[config.mk]
export PLATFORM = sky130hd
export DESIGN_NAME = sram_bus_arbiter
export DESIGN_NICKNAME = d
export VERILOG_FILES = /design/src/rtl/sram_bus_arbiter.sv
export SDC_FILE = /design/constraint.sdc
export NUM_CORES = 1
export LEC_CHECK = 0
export CAP_MARGIN = 20
export CORE_ASPECT_RATIO = 0.8
export CORE_MARGIN = 10
export CORE_UTILIZATION = 28
export DETAILED_ROUTE_END_ITERATION = 10
export DONT_BUFFER_PORTS = 1
export PLACE_DENSITY = 0.44
export SLEW_MARGIN = 5
export SYNTH_ARGS = -nofsm -noshare
export SYNTH_HDL_FRONTEND = slang
export SYNTH_SLANG_ARGS = --single-unit
export TNS_END_PERCENT = 10
[constraint.sdc]
create_clock -name clk -period 1.7 [get_ports clk]
set_input_delay 0.34 -clock clk [delete_from_list [all_inputs] [get_ports clk]]
set_output_delay 0.34 -clock clk [all_outputs]
set_load 0.05 [all_outputs]
[src/rtl/sram_bus_arbiter.sv]
// sram_bus_arbiter
// Shares one SRAM-like memory bus between the fetch-stage instruction port and
// the mem-stage data port. One bus transaction is outstanding at a time, and the
// data port has fixed priority whenever the arbiter is idle. Fetches that are
// flushed while in flight still finish on the bus, but their data is discarded.
//
// Ports
//   clk, rst                 clock, asynchronous active-low reset
//   inst_req/addr/cancel     fetch request, pc, flush pulse
//   inst_rdata/data_ok/stall fetch return word, one-cycle valid, stall to hazard unit
//   data_req/wr/size/addr/wdata  load/store request (size 0=byte 1=half 2=word)
//   data_rdata/data_ok/stall load return, one-cycle completion, stall to hazard unit
//   bus_req/wr/size/addr/wdata   registered request to the slave
//   bus_addr_ok/data_ok/rdata    slave address accept, data completion, read data
module sram_bus_arbiter #(
    parameter int unsigned ADDR_W = 32,
    parameter int unsigned DATA_W = 32
) (
    input  logic              clk,
    input  logic              rst,

    input  logic              inst_req,
    input  logic [ADDR_W-1:0] inst_addr,
    input  logic              inst_cancel,
    output logic [DATA_W-1:0] inst_rdata,
    output logic              inst_data_ok,
    output logic              inst_stall,

    input  logic              data_req,
    input  logic              data_wr,
    input  logic [1:0]        data_size,
    input  logic [ADDR_W-1:0] data_addr,
    input  logic [DATA_W-1:0] data_wdata,
    output logic [DATA_W-1:0] data_rdata,
    output logic              data_data_ok,
    output logic              data_stall,

    output logic              bus_req,
    output logic              bus_wr,
    output logic [1:0]        bus_size,
    output logic [ADDR_W-1:0] bus_addr,
    output logic [DATA_W-1:0] bus_wdata,
    input  logic              bus_addr_ok,
    input  logic              bus_data_ok,
    input  logic [DATA_W-1:0] bus_rdata
);

    localparam logic [1:0] SIZE_WORD = 2'd2;

    typedef enum logic [2:0] {
        IDLE  = 3'd0,
        DADDR = 3'd1,
        DWAIT = 3'd2,
        IADDR = 3'd3,
        IWAIT = 3'd4
    } state_t;

    state_t state;
    logic   drop;

    // Grant, address phase and data phase sequencing with registered bus fields
    always_ff @(posedge clk or negedge rst) begin
        if (!rst) begin
            state     <= IDLE;
            drop      <= 1'b0;
            bus_req   <= 1'b0;
            bus_wr    <= 1'b0;
            bus_size  <= 2'd0;
            bus_addr  <= '0;
            bus_wdata <= '0;
        end else begin
            case (state)
                IDLE: begin
                    drop <= 1'b0;
                    if (data_req) begin
                        state     <= DADDR;
                        bus_req   <= 1'b1;
                        bus_wr    <= data_wr;
                        bus_size  <= data_size;
                        bus_addr  <= data_addr;
                        bus_wdata <= data_wdata;
                    end else if (inst_req && !inst_cancel) begin
                        // a fetch being flushed this very cycle is not worth issuing
                        state    <= IADDR;
                        bus_req  <= 1'b1;
                        bus_wr   <= 1'b0;
                        bus_size <= SIZE_WORD;
                        bus_addr <= inst_addr;
                    end
                end
                DADDR: begin
                    if (bus_addr_ok) begin
                        state   <= DWAIT;
                        bus_req <= 1'b0;
                    end
                end
                DWAIT: begin
                    if (bus_data_ok) begin
                        state <= IDLE;
                    end
                end
                IADDR: begin
                    if (inst_cancel) begin
                        drop <= 1'b1;
                    end
                    if (bus_addr_ok) begin
                        state   <= IWAIT;
                        bus_req <= 1'b0;
                    end
                end
                IWAIT: begin
                    if (bus_data_ok) begin
                        state <= IDLE;
                        drop  <= 1'b0;
                    end else if (inst_cancel) begin
                        drop <= 1'b1;
                    end
                end
                default: begin
                    state   <= IDLE;
                    drop    <= 1'b0;
                    bus_req <= 1'b0;
                end
            endcase
        end
    end

    // Completion is passed straight through so requesters can drop req next cycle
    assign data_data_ok = (state == DWAIT) && bus_data_ok;
    // A cancel arriving together with the data still suppresses the word
    assign inst_data_ok = (state == IWAIT) && bus_data_ok && !(drop || inst_cancel);

    assign data_rdata = bus_rdata;
    assign inst_rdata = bus_rdata;

    // Stalls are gated by reset so the hazard unit sees a quiet pipeline
    assign data_stall = rst && data_req && !data_data_ok;
    assign inst_stall = rst && inst_req && !inst_data_ok;

endmodule
### Word level (Yosys, flattened, before mapping)

Cells that the tools add are included.

| storage, ports and cells | value |
|---|---|
| logic and storage cells | 58 |
| input port bits | 138 |
| output and inout port bits | 136 |
| bits in registers | 72 |

| operators by class | value |
|---|---|
| bitwise logic cells | 1 |
| reduce and logical (&&, ||, !) cells | 22 |
| mux-type cells | 19 |
| equality and inequality tests | 9 |

Operators by type and width:

| operator | count |
|---|---|
| 32-bit 2-to-1 mux | 2 |
| 3-bit 2-to-1 mux | 5 |
| 3-bit one-hot mux with 4 select lines | 1 |
| 1-bit logical AND | 8 |
| 1-bit 2-to-1 mux | 7 |
| 3-bit by 2-bit equality test with 1-bit output, second input constant | 2 |
| 1-bit one-hot mux with 3 select lines | 2 |
| 2-bit OR reduction | 3 |
| 1-bit logical NOT | 4 |
| 2-bit 2-to-1 mux | 2 |
| 2-bit by 1-bit != test with 1-bit output, second input constant | 2 |
| 2-bit != test, second input constant | 2 |
| 2-bit AND reduction | 2 |
| 4-bit AND reduction | 1 |
| 3-bit by 1-bit equality test with 1-bit output, second input constant | 1 |
| 3-bit equality test, second input constant | 1 |
| 3-bit logical NOT | 1 |
| 3-bit != test, second input constant | 1 |
| 3-bit AND reduction | 1 |
| 2-bit nonzero test | 1 |
| 1-bit logical OR | 1 |
| 1-bit NOT | 1 |

### Logic depth before layout (Yosys ltp)

| depth | value |
|---|---|
| depth after elaboration | 5 |
| gate-level depth with buffers | 6 |
| mapped depth without buffers | 3 |

### Worst setup path after synthesis

No wires, ideal clock.

| timing path | value |
|---|---|
| path type | register -> output |
| start point | register state[2] |
| end point | output port data_stall |
| arrival | 2947 ps |
| slack | -1587 ps |
| cell stages (with the launch flop) | 4 |
| required time | 1360 ps |
| path buffers | 1 |
| path through | dfrtp_1 > buf_6 > nor4b_1 > nor2_1 |

| on the way | value |
|---|---|
| longest elaborated chain between the ends | 4 |

RTL lines:

| item | RTL line | source |
|---|---|---|
| from (decl) | 58 | `state_t state;` |
| from (signal assigned) | 64 | `state <= IDLE;` |
| from (signal assigned) | 76 | `state <= DADDR;` |
| from (signal assigned) | 84 | `state <= IADDR;` |
| 3-bit by 2-bit equality test with 1-bit output | 129 | `assign data_data_ok = (state == DWAIT) && bus_data_ok;` |
| 1-bit logical AND | 129 |  |
| via data_data_ok | 35 | `output logic data_data_ok,` |
| 1-bit logical NOT | 137 | `assign data_stall = rst && data_req && !data_data_ok;` |
| 1-bit logical AND | 137 |  |
| to (decl) | 36 | `output logic data_stall,` |

The timed path passes the listed nets, and every way through them passes these cells.

### Worst setup path after layout

| timing path | value |
|---|---|
| start point | register state[0] |
| end point | output port data_data_ok |

| on the way | value |
|---|---|
| longest elaborated chain between the ends | 2 |

RTL lines:

| item | RTL line |
|---|---|
| 3-bit by 2-bit equality test with 1-bit output | 129 |
| 1-bit logical AND | 129 |
| to (decl) | 35 |

No other way between the ends.

==> run_results.csv <==
group,metric,value,unit
sta,worst_slack,-0.0974,ns
critical_path,max_stage_delay,0.38,ns
critical_path,cp_common_cell,"buf_6",
job,drv_cap,0,
routing,initialDrtViolationCount,108,
placed_design,place_area,0.00373,mm^2
floorplanning,dieArea,0.0195,mm^2
critical_path,worst-path-max-fanout,5,
floorplanning,die_h,127,um
logic_synthesis,async_flop_share,100,%
sta,drv_slew,0,
cells_and_area,nets,375,
routing,met1_length,3530,um
min_path,hp-class,"in -> async",
critical_path,cp-end-kind,"output pin",
sta,finalCritPeriodShare,106,%
sta,tightest_slew,0.530,ns
clock_tree,h-tree-depth,3,
floorplanning,die_w,154,um
routing,dr.pass1.iters,4,
global_route,grt_pass1_wl,14200,um
logic_synthesis,netlist_instances,281,
cells_and_area,drive_gt1_share,59.5,%
sta,finalHoldViolCount,72,
logic_synthesis,synthFlopType,"dfrtp_1",
sta,slew_headroom,64.7,%
routing,met2WireLength,4400,um
critical_path,worst-setup-path-type,"reg -> out",
cells_and_area,n_antenna_cell,0,
clock_tree,clk_latency,0.34,ns
placed_design,dp.cells,399,
critical_path,cp-endpoint,"data_data_ok",
cells_and_area,fillCellCount,1377,
global_route,grt_pass1_vias,2215,
logic_synthesis,synth_nets,419,
sta,setup_tns,-0.228,ns
sta,skew,0.00676,ns
routing,ant_nets,0,
cells_and_area,stdcell_area,0.00414,mm^2
cells_and_area,layoutNonFillerInstCount,422,
global_route,grtUsageTotal,9.54,%
routing,dr_total_vias,1883,
critical_path,crit_path_start_kind,"register",
global_route,antenna_found_initial,0,
critical_path,cp-startpoint,"state[0]$_DFFE_PN0P_",
floorplanning,ioPinCount,274,
cells_and_area,area_growth,3.73,%
power_and_ir_drop,leakagePower,1.80,nW
routing,wl_per_cell,22.0,um
placed_design,io_buffers,0,
run_status,violations,"hold timing, setup timing",
routing,routed_wl,9290,um
power_and_ir_drop,ir_worst_vdd,0.936,mV
clock_tree,numCtsBuffers,9,
critical_path,reg2reg_to,"bus_wdata[29]$_DFFE_PN0P_",
routing,drc_errors,0,
clock_tree,cts_tree,"built",
floorplanning,rows,38,
cells_and_area,multi_input_area,0.00154,mm^2
clock_tree,cts.path.max_buffers,2,
sta,setup_violations,4,
routing,wl_met3,1190,um
logic_synthesis,synth.distinct_cells,27,
global_route,overflow,0,
logic_synthesis,netlist_area,0.00399,mm^2
critical_path,path_cells,"buf_6, nor4b_4, buf_6",
logic_synthesis,synth_edf_count,0,
logic_synthesis,synth_warnings,0,
critical_path,worst_ep_arrival_time,1.46,ns
placed_design,hpwl,6780,um
logic_synthesis,avgSynthCellArea,14.2,um^2
sta,rsz0062_at_grt,"yes",
critical_path,r2r_cells,5,
critical_path,r2r_slack,0.04,ns
clock_tree,clockRootBuffer,"clkbuf_16",
clock_tree,clk_transition_reported_paths,0.06,ns
floorplanning,start_util,29.1,%
logic_synthesis,ys_seq_elements,72,
power_and_ir_drop,finalPower,0.0111,W
logic_synthesis,ys_seq_area_share,45.1,%
critical_path,timing.rr.start,"state[0]$_DFFE_PN0P_",
sta,final.min_clock_period,1.80,ns
floorplanning,coreArea,0.0137,mm^2
clock_tree,cts_sinks,72,
cells_and_area,final_common_cell,"dfrtp_1",
cells_and_area,final_cell_mix,"dfrtp_1 (72), mux2_4 (56), mux2_2 (40), buf_4 (16), clkbuf_16 (9)",
placed_design,gp_congestion,0.718,
run_status,status,"complete, but fails checks",
critical_path,slowest_stage,"dfrtp_1",
critical_path,crit_required,1.36,ns
routing,maxUsedRoutingLayer,"met4",
routing,via_per_inst,4.46,
global_route,grt_max_degree,75,
sta,holdWs,-0.310,ns
sta,fmax,556,MHz
power_and_ir_drop,p_per_area,2680,mW/mm^2
cells_and_area,register_area,0.00180,mm^2
[Yosys cell counts (2+ instances only)]
master / instances / area share [%]
buf_12: 7 / 3.5
buf_6: 3 / 0.85
buf_4: 65 / 12
nand2_1: 4 / 0.38
a221oi_1: 2 / 0.44
mux2_4: 56 / 21
mux2_2: 40 / 11
a21oi_1: 2 / 0.25
nor2_1: 5 / 0.47
buf_2: 4 / 0.50
o21ai_0: 4 / 0.50
dfrtp_1: 72 / 45
inv_1: 2 / 0.19
a22o_1: 2 / 0.44
[cell families (layout without fill, tap and decap cells)]
logic type / Yosys count / count (layout) / share of synthesized area, %
DFF: 72 / 72 / 45.1
buffers and inverters: 81 / 42 / 17.3
AOI/OAI and AO/OA: 15 / 15 / 2.60
xor gates and xnor gates: 1 / 1 / 0.219
and+or+nand+nor: 16 / 16 / 2.44
muxes: 96 / 96 / 32.3
[flip-flops by register name (all words and copies together), names as in the netlist]
signal / cells
bus_size: 2
bus_wr: 1
drop: 1
bus_wdata: 32
bus_req: 1
state: 3
bus_addr: 32
[worst min path at each step]
stage               start                        to  slack, ns  cells after the start
floorplan             rst   bus_addr[0]$_DFFE_PN0P_       0.04                      0
CTS                   rst  bus_addr[31]$_DFFE_PN0P_      -0.33                      0
global route          rst  bus_addr[31]$_DFFE_PN0P_      -0.34                      0
finish                rst  bus_addr[31]$_DFFE_PN0P_      -0.31                      0
global placement      rst  bus_addr[31]$_DFFE_PN0P_       0.05                      0
detailed placement    rst  bus_addr[31]$_DFFE_PN0P_       0.05                      0
[report_power, final]
| part | switching (W) | total, W | internal (W) |
|---|---|---|---|
| registers | 0.00368 | 0.00621 | 0.00253 |
| logic | 0.000912 | 0.00278 | 0.00187 |
| clock network | 0.000764 | 0.00209 | 0.00133 |
| total | 0.00535 | 0.0111 | 0.00573 |
[timing repair]
action                                  in CTS  in global routing
resized for setup                            4                  4
pin swaps                                    1                  3
endpoints found under the hold margin       72                 72
buffers inserted                             5                  2
endpoints found under the setup margin       4                 40
[area by class of cell]
type,instances,area share [%]
timing repair buffer,24,5.71
clock buffer,10,5.77
sequential,72,43.5
tap,180,5.44
multi-input combinational,128,37.2
inverter,2,0.181
clock inverter,6,2.24
[per-stage QoR]
| step | util, % | setup WS [ns] |
|---|---|---|
| 6_report | 30.1 | -0.0974 |
| 2_1_floorplan | - | -0.0725 |
| 5_1_grt | 30.1 | -0.178 |
| 3_3_place_gp | 27.1 | 0.0988 |
| 3_5_place_dp | 27.1 | 0.0620 |
| 4_1_cts | 29.9 | -0.114 |
[critical path: cells and delay by family, from the launching register on]
| family | cells | cell delay [ns] |
|---|---|---|
| buffers and inverters | 2 | 0.36 |
| flip-flops | 1 | 0.38 |
| AND/OR/NAND/NOR | 1 | 0.38 |
[layer usage]
layer	track usage (%)	vias to the layer above
li1	-	820
met1	10.1	921
met2	14.4	118
met3	6.62	24
met4	4.22	0
met5	0	-
Note: power is estimated with default switching activity, not from simulation.
